<file path="src/rtl/ysyx_23060025_pkg.sv">
// Shared definitions for the ysyx_23060025 load/store stage.
// Holds the LSU state encoding, the load/store width codes and the bus response code.
package ysyx_23060025_pkg;

    typedef enum logic [2:0] {
        LSU_IDLE = 3'd0,
        LSU_AR   = 3'd1,
        LSU_R    = 3'd2,
        LSU_AW_W = 3'd3,
        LSU_B    = 3'd4,
        LSU_RESP = 3'd5
    } lsu_state_e;

    localparam logic [2:0] LS_B  = 3'b000;
    localparam logic [2:0] LS_H  = 3'b001;
    localparam logic [2:0] LS_W  = 3'b010;
    localparam logic [2:0] LS_BU = 3'b100;
    localparam logic [2:0] LS_HU = 3'b101;

    localparam logic [1:0] RESP_OKAY = 2'b00;

endpackage

</file>
<file path="src/rtl/ysyx_23060025_lsu_align.sv">
// Byte-lane steering for the LSU: store data shift and strobes, load lane extract and extend,
// and the misalignment check. Purely combinational.
module ysyx_23060025_lsu_align
    import ysyx_23060025_pkg::*;
(
    input  logic [2:0]  funct3,
    input  logic [1:0]  addr_lo,
    input  logic [31:0] wdata_in,
    input  logic [31:0] rdata,
    output logic [31:0] wdata_sh,
    output logic [3:0]  wstrb,
    output logic [31:0] load_val,
    output logic        misalign
);

    logic [4:0]  shamt;
    logic [31:0] rshift;

    assign shamt    = {addr_lo, 3'b000};
    assign rshift   = rdata >> shamt;
    assign wdata_sh = wdata_in << shamt;

    // NOTE: every output gets a default before the case so no latch is inferred.
    always_comb begin
        wstrb    = 4'b1111;
        load_val = rshift;
        misalign = 1'b0;
        case (funct3)
            LS_B: begin
                wstrb    = 4'b0001 << addr_lo;
                load_val = {{24{rshift[7]}}, rshift[7:0]};
            end
            LS_BU: begin
                wstrb    = 4'b0001 << addr_lo;
                load_val = {24'd0, rshift[7:0]};
            end
            LS_H: begin
                wstrb    = 4'b0011 << addr_lo;
                load_val = {{16{rshift[15]}}, rshift[15:0]};
                misalign = addr_lo[0];
            end
            LS_HU: begin
                wstrb    = 4'b0011 << addr_lo;
                load_val = {16'd0, rshift[15:0]};
                misalign = addr_lo[0];
            end
            LS_W: begin
                misalign = |addr_lo;
            end
            default: ;
        endcase
    end

endmodule

</file>
<file path="src/rtl/ysyx_23060025_lsu_stage.sv">
// Load/store stage between EXU and WBU: one op in flight on a single-outstanding
// AXI4-Lite-style data bus, with load alignment/extension and non-memory forwarding.
module ysyx_23060025_lsu_stage
    import ysyx_23060025_pkg::*;
#(
    parameter int AW = 32,
    parameter int DW = 32
) (
    input  logic            clock,
    input  logic            reset,
    input  logic            in_valid,
    output logic            in_ready,
    input  logic            in_is_ld,
    input  logic            in_is_st,
    input  logic [2:0]      in_funct3,
    input  logic [AW-1:0]   in_addr,
    input  logic [DW-1:0]   in_wdata,
    input  logic [DW-1:0]   in_res,
    input  logic [4:0]      in_rd,
    output logic            out_valid,
    input  logic            out_ready,
    output logic [4:0]      out_rd,
    output logic [DW-1:0]   out_data,
    output logic            out_err,
    output logic [AW-1:0]   araddr,
    output logic            arvalid,
    input  logic            arready,
    input  logic [DW-1:0]   rdata,
    input  logic [1:0]      rresp,
    input  logic            rvalid,
    output logic            rready,
    output logic [AW-1:0]   awaddr,
    output logic            awvalid,
    input  logic            awready,
    output logic [DW-1:0]   wdata,
    output logic [DW/8-1:0] wstrb,
    output logic            wvalid,
    input  logic            wready,
    input  logic [1:0]      bresp,
    input  logic            bvalid,
    output logic            bready
);

    lsu_state_e state, state_nxt;
    logic [2:0] funct3_q;
    logic [1:0] addr_lo_q;
    logic       aw_done, w_done;

    logic [2:0]    sel_funct3;
    logic [1:0]    sel_addr_lo;
    logic [DW-1:0] wdata_sh, load_val;
    logic [3:0]    wstrb_sh;
    logic          misalign;

    // In IDLE the aligner looks at the incoming op; afterwards at the latched one.
    assign sel_funct3  = (state == LSU_IDLE) ? in_funct3     : funct3_q;
    assign sel_addr_lo = (state == LSU_IDLE) ? in_addr[1:0] : addr_lo_q;

    ysyx_23060025_lsu_align u_align (
        .funct3   (sel_funct3),
        .addr_lo  (sel_addr_lo),
        .wdata_in (in_wdata),
        .rdata    (rdata),
        .wdata_sh (wdata_sh),
        .wstrb    (wstrb_sh),
        .load_val (load_val),
        .misalign (misalign)
    );

    always_comb begin
        state_nxt = state;
        in_ready  = 1'b0;
        arvalid   = 1'b0;
        rready    = 1'b0;
        awvalid   = 1'b0;
        wvalid    = 1'b0;
        bready    = 1'b0;
        out_valid = 1'b0;
        case (state)
            LSU_IDLE: begin
                in_ready = 1'b1;
                if (in_valid) begin
                    if ((in_is_ld || in_is_st) && misalign) state_nxt = LSU_RESP;
                    else if (in_is_ld)                      state_nxt = LSU_AR;
                    else if (in_is_st)                      state_nxt = LSU_AW_W;
                    else                                    state_nxt = LSU_RESP;
                end
            end
            LSU_AR: begin
                arvalid = 1'b1;
                if (arready) state_nxt = LSU_R;
            end
            LSU_R: begin
                rready = 1'b1;
                if (rvalid) state_nxt = LSU_RESP;
            end
            LSU_AW_W: begin
                awvalid = !aw_done;
                wvalid  = !w_done;
                if ((aw_done || awready) && (w_done || wready)) state_nxt = LSU_B;
            end
            LSU_B: begin
                bready = 1'b1;
                if (bvalid) state_nxt = LSU_RESP;
            end
            LSU_RESP: begin
                out_valid = 1'b1;
                if (out_ready) state_nxt = LSU_IDLE;
            end
            default: state_nxt = LSU_IDLE;
        endcase
    end

    // NOTE: sequential state uses non-blocking assignments so every register samples pre-edge values.
    always_ff @(posedge clock) begin
        if (reset) begin
            state     <= LSU_IDLE;
            funct3_q  <= '0;
            addr_lo_q <= '0;
            aw_done   <= 1'b0;
            w_done    <= 1'b0;
            out_rd    <= '0;
            out_data  <= '0;
            out_err   <= 1'b0;
            araddr    <= '0;
            awaddr    <= '0;
            wdata     <= '0;
            wstrb     <= '0;
        end else begin
            state <= state_nxt;
            case (state)
                LSU_IDLE: if (in_valid) begin
                    funct3_q  <= in_funct3;
                    addr_lo_q <= in_addr[1:0];
                    out_rd    <= in_rd;
                    aw_done   <= 1'b0;
                    w_done    <= 1'b0;
                    out_err   <= 1'b0;
                    out_data  <= '0;
                    if ((in_is_ld || in_is_st) && misalign) begin
                        out_err <= 1'b1;
                    end else if (in_is_ld) begin
                        araddr <= {in_addr[AW-1:2], 2'b00};
                    end else if (in_is_st) begin
                        awaddr <= {in_addr[AW-1:2], 2'b00};
                        wdata  <= wdata_sh;
                        wstrb  <= wstrb_sh;
                    end else begin
                        out_data <= in_res;
                    end
                end
                LSU_R: if (rvalid) begin
                    out_data <= load_val;
                    out_err  <= (rresp != RESP_OKAY);
                end
                LSU_AW_W: begin
                    if (awready) aw_done <= 1'b1;
                    if (wready)  w_done  <= 1'b1;
                end
                LSU_B: if (bvalid) out_err <= (bresp != RESP_OKAY);
                default: ;
            endcase
        end
    end

endmodule

</file>
<file path="config.mk">
export PLATFORM = sky130hd
export DESIGN_NAME = ysyx_23060025_lsu_stage
export DESIGN_NICKNAME = d
export VERILOG_FILES = /design/src/rtl/ysyx_23060025_pkg.sv /design/src/rtl/ysyx_23060025_lsu_align.sv /design/src/rtl/ysyx_23060025_lsu_stage.sv
export SDC_FILE = /design/constraint.sdc
export NUM_CORES = 1
export LEC_CHECK = 0
export ABC_AREA = 0
export CAP_MARGIN = 5
export CORE_MARGIN = 2
export CORE_UTILIZATION = 43
export DETAILED_ROUTE_END_ITERATION = 8
export PLACE_DENSITY = 0.79
export SLEW_MARGIN = 20
export SYNTH_ARGS = -nofsm -noshare
export SYNTH_HDL_FRONTEND = slang
export SYNTH_SLANG_ARGS = --single-unit
</file>
<file path="constraint.sdc">
create_clock -name clock -period 2.6 [get_ports clock]
set_clock_uncertainty 0.15 [all_clocks]
set_input_delay 0.39 -clock clock [delete_from_list [all_inputs] [get_ports clock]]
set_output_delay 0.39 -clock clock [all_outputs]
set_load 0.05 [all_outputs]
</file>
==> impl_metrics.csv <==
group,metric,value,unit
status,status,"finished, final reports clean",
critical_path,cpMostUsedCell,"buf_4",
synth,synthCells,936,
clock_network,htree_levels,4,
pwr,p_clk_share,24.0,%
critical_path,critical-path-max-stage-delay,0.35,ns
sta,tns,0,ns
final_layout,layoutNonFillerInstCount,1443,
sta,drv_slew,0,
floorplanning,dieArea,0.01685,mm^2
hold_path,hold_class,"flip-flop to flip-flop",
run,max_cap_violations,0,
route,wire_per_inst,17.65,um
pwr,swShare,44.03,%
pwr,seqPwrFrac,25.3,%
sta,period_share,95.59,%
sta,fmax,402.3,MHz
critical_path,cpMaxStageDelayCell,"dfxtp_1",
final_layout,area_growth,59.08,%
clock_network,ctsHoldBuffers,0,
floorplanning,core,0.01531,mm^2
synth,synth_edf_count,0,
clock_network,cts_tree,"done",
clock_network,clk-insertion-delay-late,0.42,ns
clock_network,clkTransAtPathRegs,0.06,ns
global_routing,antenna_found_initial,0,
pwr,power_switching,4779,uW
route,wl,25470,um
global_routing,grt_pass1_wl,38990,um
floorplanning,pin_count,296,
place,place_hpwl,18120,um
critical_path,required,2.06,ns
global_routing,gr-total-overflow,0,
critical_path,crit_type,"flip-flop to output port",
critical_path,reg2reg_slack,0.15,ns
global_routing,grt_pass1_vias,7377,
critical_path,crit_arrival,1.95,ns
synth,synth.distinct_cells,60,
route,first_iter_violations,708,
synth,syn_area_per_cell,7.272,um^2
route,num_vias,7939,
route,first_pass_iters,7,
final_layout,drive_gt1_share,8.685,%
route,postRouteAntennaNets,0,
pwr,pwr_density_cell,1002,mW/mm^2
clock_network,numCtsBuffers,17,
global_routing,grt.total_usage,29.47,%
synth,yosysSeqAreaShare,42.35,%
pwr,intPower,6076,uW
floorplanning,initial_core_util,44.44,%
synth,synthFlopType,"dfxtp_1",
sta,slew_headroom,36.39,%
floorplanning,die_y,129.8,um
sta,period_needed,2.485,ns
synth,syn-cell-area,0.006807,mm^2
place,gp_congestion,0.9322,
clock_network,cts_buffer_depth,2,
route,viasPerCell,5.502,
sta,rsz0062_at_grt,"no",
critical_path,critPathMaxFanout,28,
global_routing,grt_max_degree,67,
critical_path,path_cells,"buf_4, nor2_1, nand2_1, inv_1, buf_4, buf_12",
synth,yosys_warnings,0,
floorplanning,rows,45,
synth,synthArstFlopShare,0,%
critical_path,startpoint_type,"flip-flop",
route,drc,0,
synth,ys_ff_latch,144,
clock_network,clock_sinks,144,
sta,whs,0.2991,ns
final_layout,fin_nets,1370,
sta,setup_viol,0,
pwr,p_comb_share,50.7,%
place,place_inst,1409,
place,portBuffers,291,
pwr,leakagePower,0.004043,uW
sta,finalHoldViolCount,0,
pwr,ir_drop,715.3,uV
clock_network,clock-root-buffer,"clkbuf_16",
critical_path,worst_setup_path_end_kind,"output port",
sta,max_slew.worst_pin.slew,0.9461,ns
floorplanning,die_x,129.8,um
final_layout,n_antenna_cell,0,
==> what timing repair did <==
action / 4_1_cts / 5_1_grt
endpoints found under the setup margin: 0 / 13
endpoints found under the hold margin: 0 / 0
gates resized for setup: 0 / 5
setup buffers: 0 / 2
==> metal layers <==
| metal | up-vias | GRT usage, % | wire, um |
|---|---|---|---|
| met5 | - | 0 | 0 |
| met4 | 0 | 9.298 | 571 |
| met3 | 50 | 8.610 | 2443 |
| met2 | 408 | 49.34 | 12460 |
| met1 | 3701 | 36.72 | 9994 |
| li1 | 3780 | - | - |
==> flip-flops by register name (all words and copies together) (netlist names), 2 cells and up <==
register,flops
wdata,32
funct3_q,3
awaddr,30
out_rd,5
araddr,30
state,3
addr_lo_q,2
out_data,32
wstrb,4
==> stage by stage <==
stage	power (uW)	cell area [um^2]	setup slack, ns	utilization, %
2_1_floorplan	6186	6818	0.2224	-
3_3_place_gp	8088	10160	-0.2772	66.33
3_5_place_dp	8146	10160	-0.3078	66.33
4_1_cts	10770	10780	0.01146	70.41
5_1_grt	11360	10830	0.002196	70.70
6_report	10850	10830	0.1146	70.70
==> area by class of cell <==
| type | instances | area [um^2] |
|---|---|---|
| Clock buffer | 17 | 425.4 |
| Clock inverter | 15 | 198.9 |
| Fill cell | 1257 | 4487 |
| Inverter | 8 | 32.53 |
| Multi-Input combinational cell | 712 | 3596 |
| Sequential cell | 144 | 2883 |
| Tap cell | 211 | 264.0 |
| Timing Repair Buffer | 336 | 3428 |
==> power by group through the flow <==
stage	Combinational, uW	Clock, uW	Sequential, uW
after floorplan	2480	0	3710
after global placement	5310	0	2780
after detailed placement	5360	0	2790
after CTS	5400	2640	2740
after global routing	5870	2710	2780
final	5500	2610	2740
==> critical path: cells and delay by family, from the launching register on <==
family,cells,cell delay (ns)
buffers and inverters,4,0.87
AND/OR/NAND/NOR,2,0.29
flip-flops,1,0.35
==> synthesized netlist by cell type, types with 2 or more instances <==
| library cell | count | area (um^2) |
|---|---|---|
| and2_1 | 3 | 18.77 |
| o41ai_2 | 3 | 48.80 |
| a21o_1 | 7 | 52.55 |
| nor2_1 | 42 | 157.7 |
| a211oi_1 | 20 | 150.1 |
| or3_1 | 2 | 12.51 |
| nand2b_1 | 3 | 18.77 |
| a21oi_1 | 132 | 660.6 |
| mux2i_1 | 4 | 40.04 |
| inv_1 | 7 | 26.28 |
| dfxtp_1 | 144 | 2883 |
| buf_6 | 3 | 33.78 |
| nor3_2 | 2 | 20.02 |
| nor2b_1 | 11 | 68.82 |
| and3_1 | 3 | 18.77 |
| clkbuf_1 | 52 | 195.2 |
| o31ai_1 | 2 | 15.01 |
| a31oi_1 | 12 | 75.07 |
| a222oi_1 | 7 | 70.07 |
| nand2_1 | 310 | 1164 |
| buf_4 | 6 | 45.04 |
| o211ai_1 | 8 | 60.06 |
| mux2_2 | 2 | 22.52 |
| nor3_1 | 26 | 130.1 |
| nand3_1 | 40 | 200.2 |
| nor3b_1 | 3 | 22.52 |
| buf_2 | 13 | 65.06 |
| o41ai_1 | 13 | 113.9 |
| o21ai_0 | 25 | 125.1 |
==> cell usage in the layout (no fill, tap or decap), drive strengths merged, types with 16 or more instances in the layout <==
cell and instances:
clkdlybuf4s50 283, clkbuf 17, nor2 43, o21ai 28
a21oi 134, nand3 40, nand2 312, o41ai 16
nor3 28, a211oi 20, dfxtp 144, buf 51
==> logic make-up (layout without fill, tap and decap cells) <==
| kind of cell | count (synthesis) | in the layout | synth area share [%] |
|---|---|---|---|
| compound gates | 246 | 246 | 22.52 |
| simple gates | 453 | 453 | 27.89 |
| mux | 8 | 8 | 1.581 |
| buf+inv | 83 | 376 | 5.478 |
| xor+xnor | 1 | 1 | 0.1287 |
| flops | 144 | 144 | 42.35 |
| other cells | 1 | 4 | 0.05509 |
==> path summary, 6_finish.rpt <==
check                               endpoint  startpoint  cells past startpoint
worst max-delay path                  rready    state[2]                      6
worst min-delay path               wdata[11]   wdata[11]                      2
worst min register to register     wdata[11]   wdata[11]                      2
worst max register to register  out_data[21]    state[2]                      9
No activity file was read; power rests on OpenSTA's default activity.
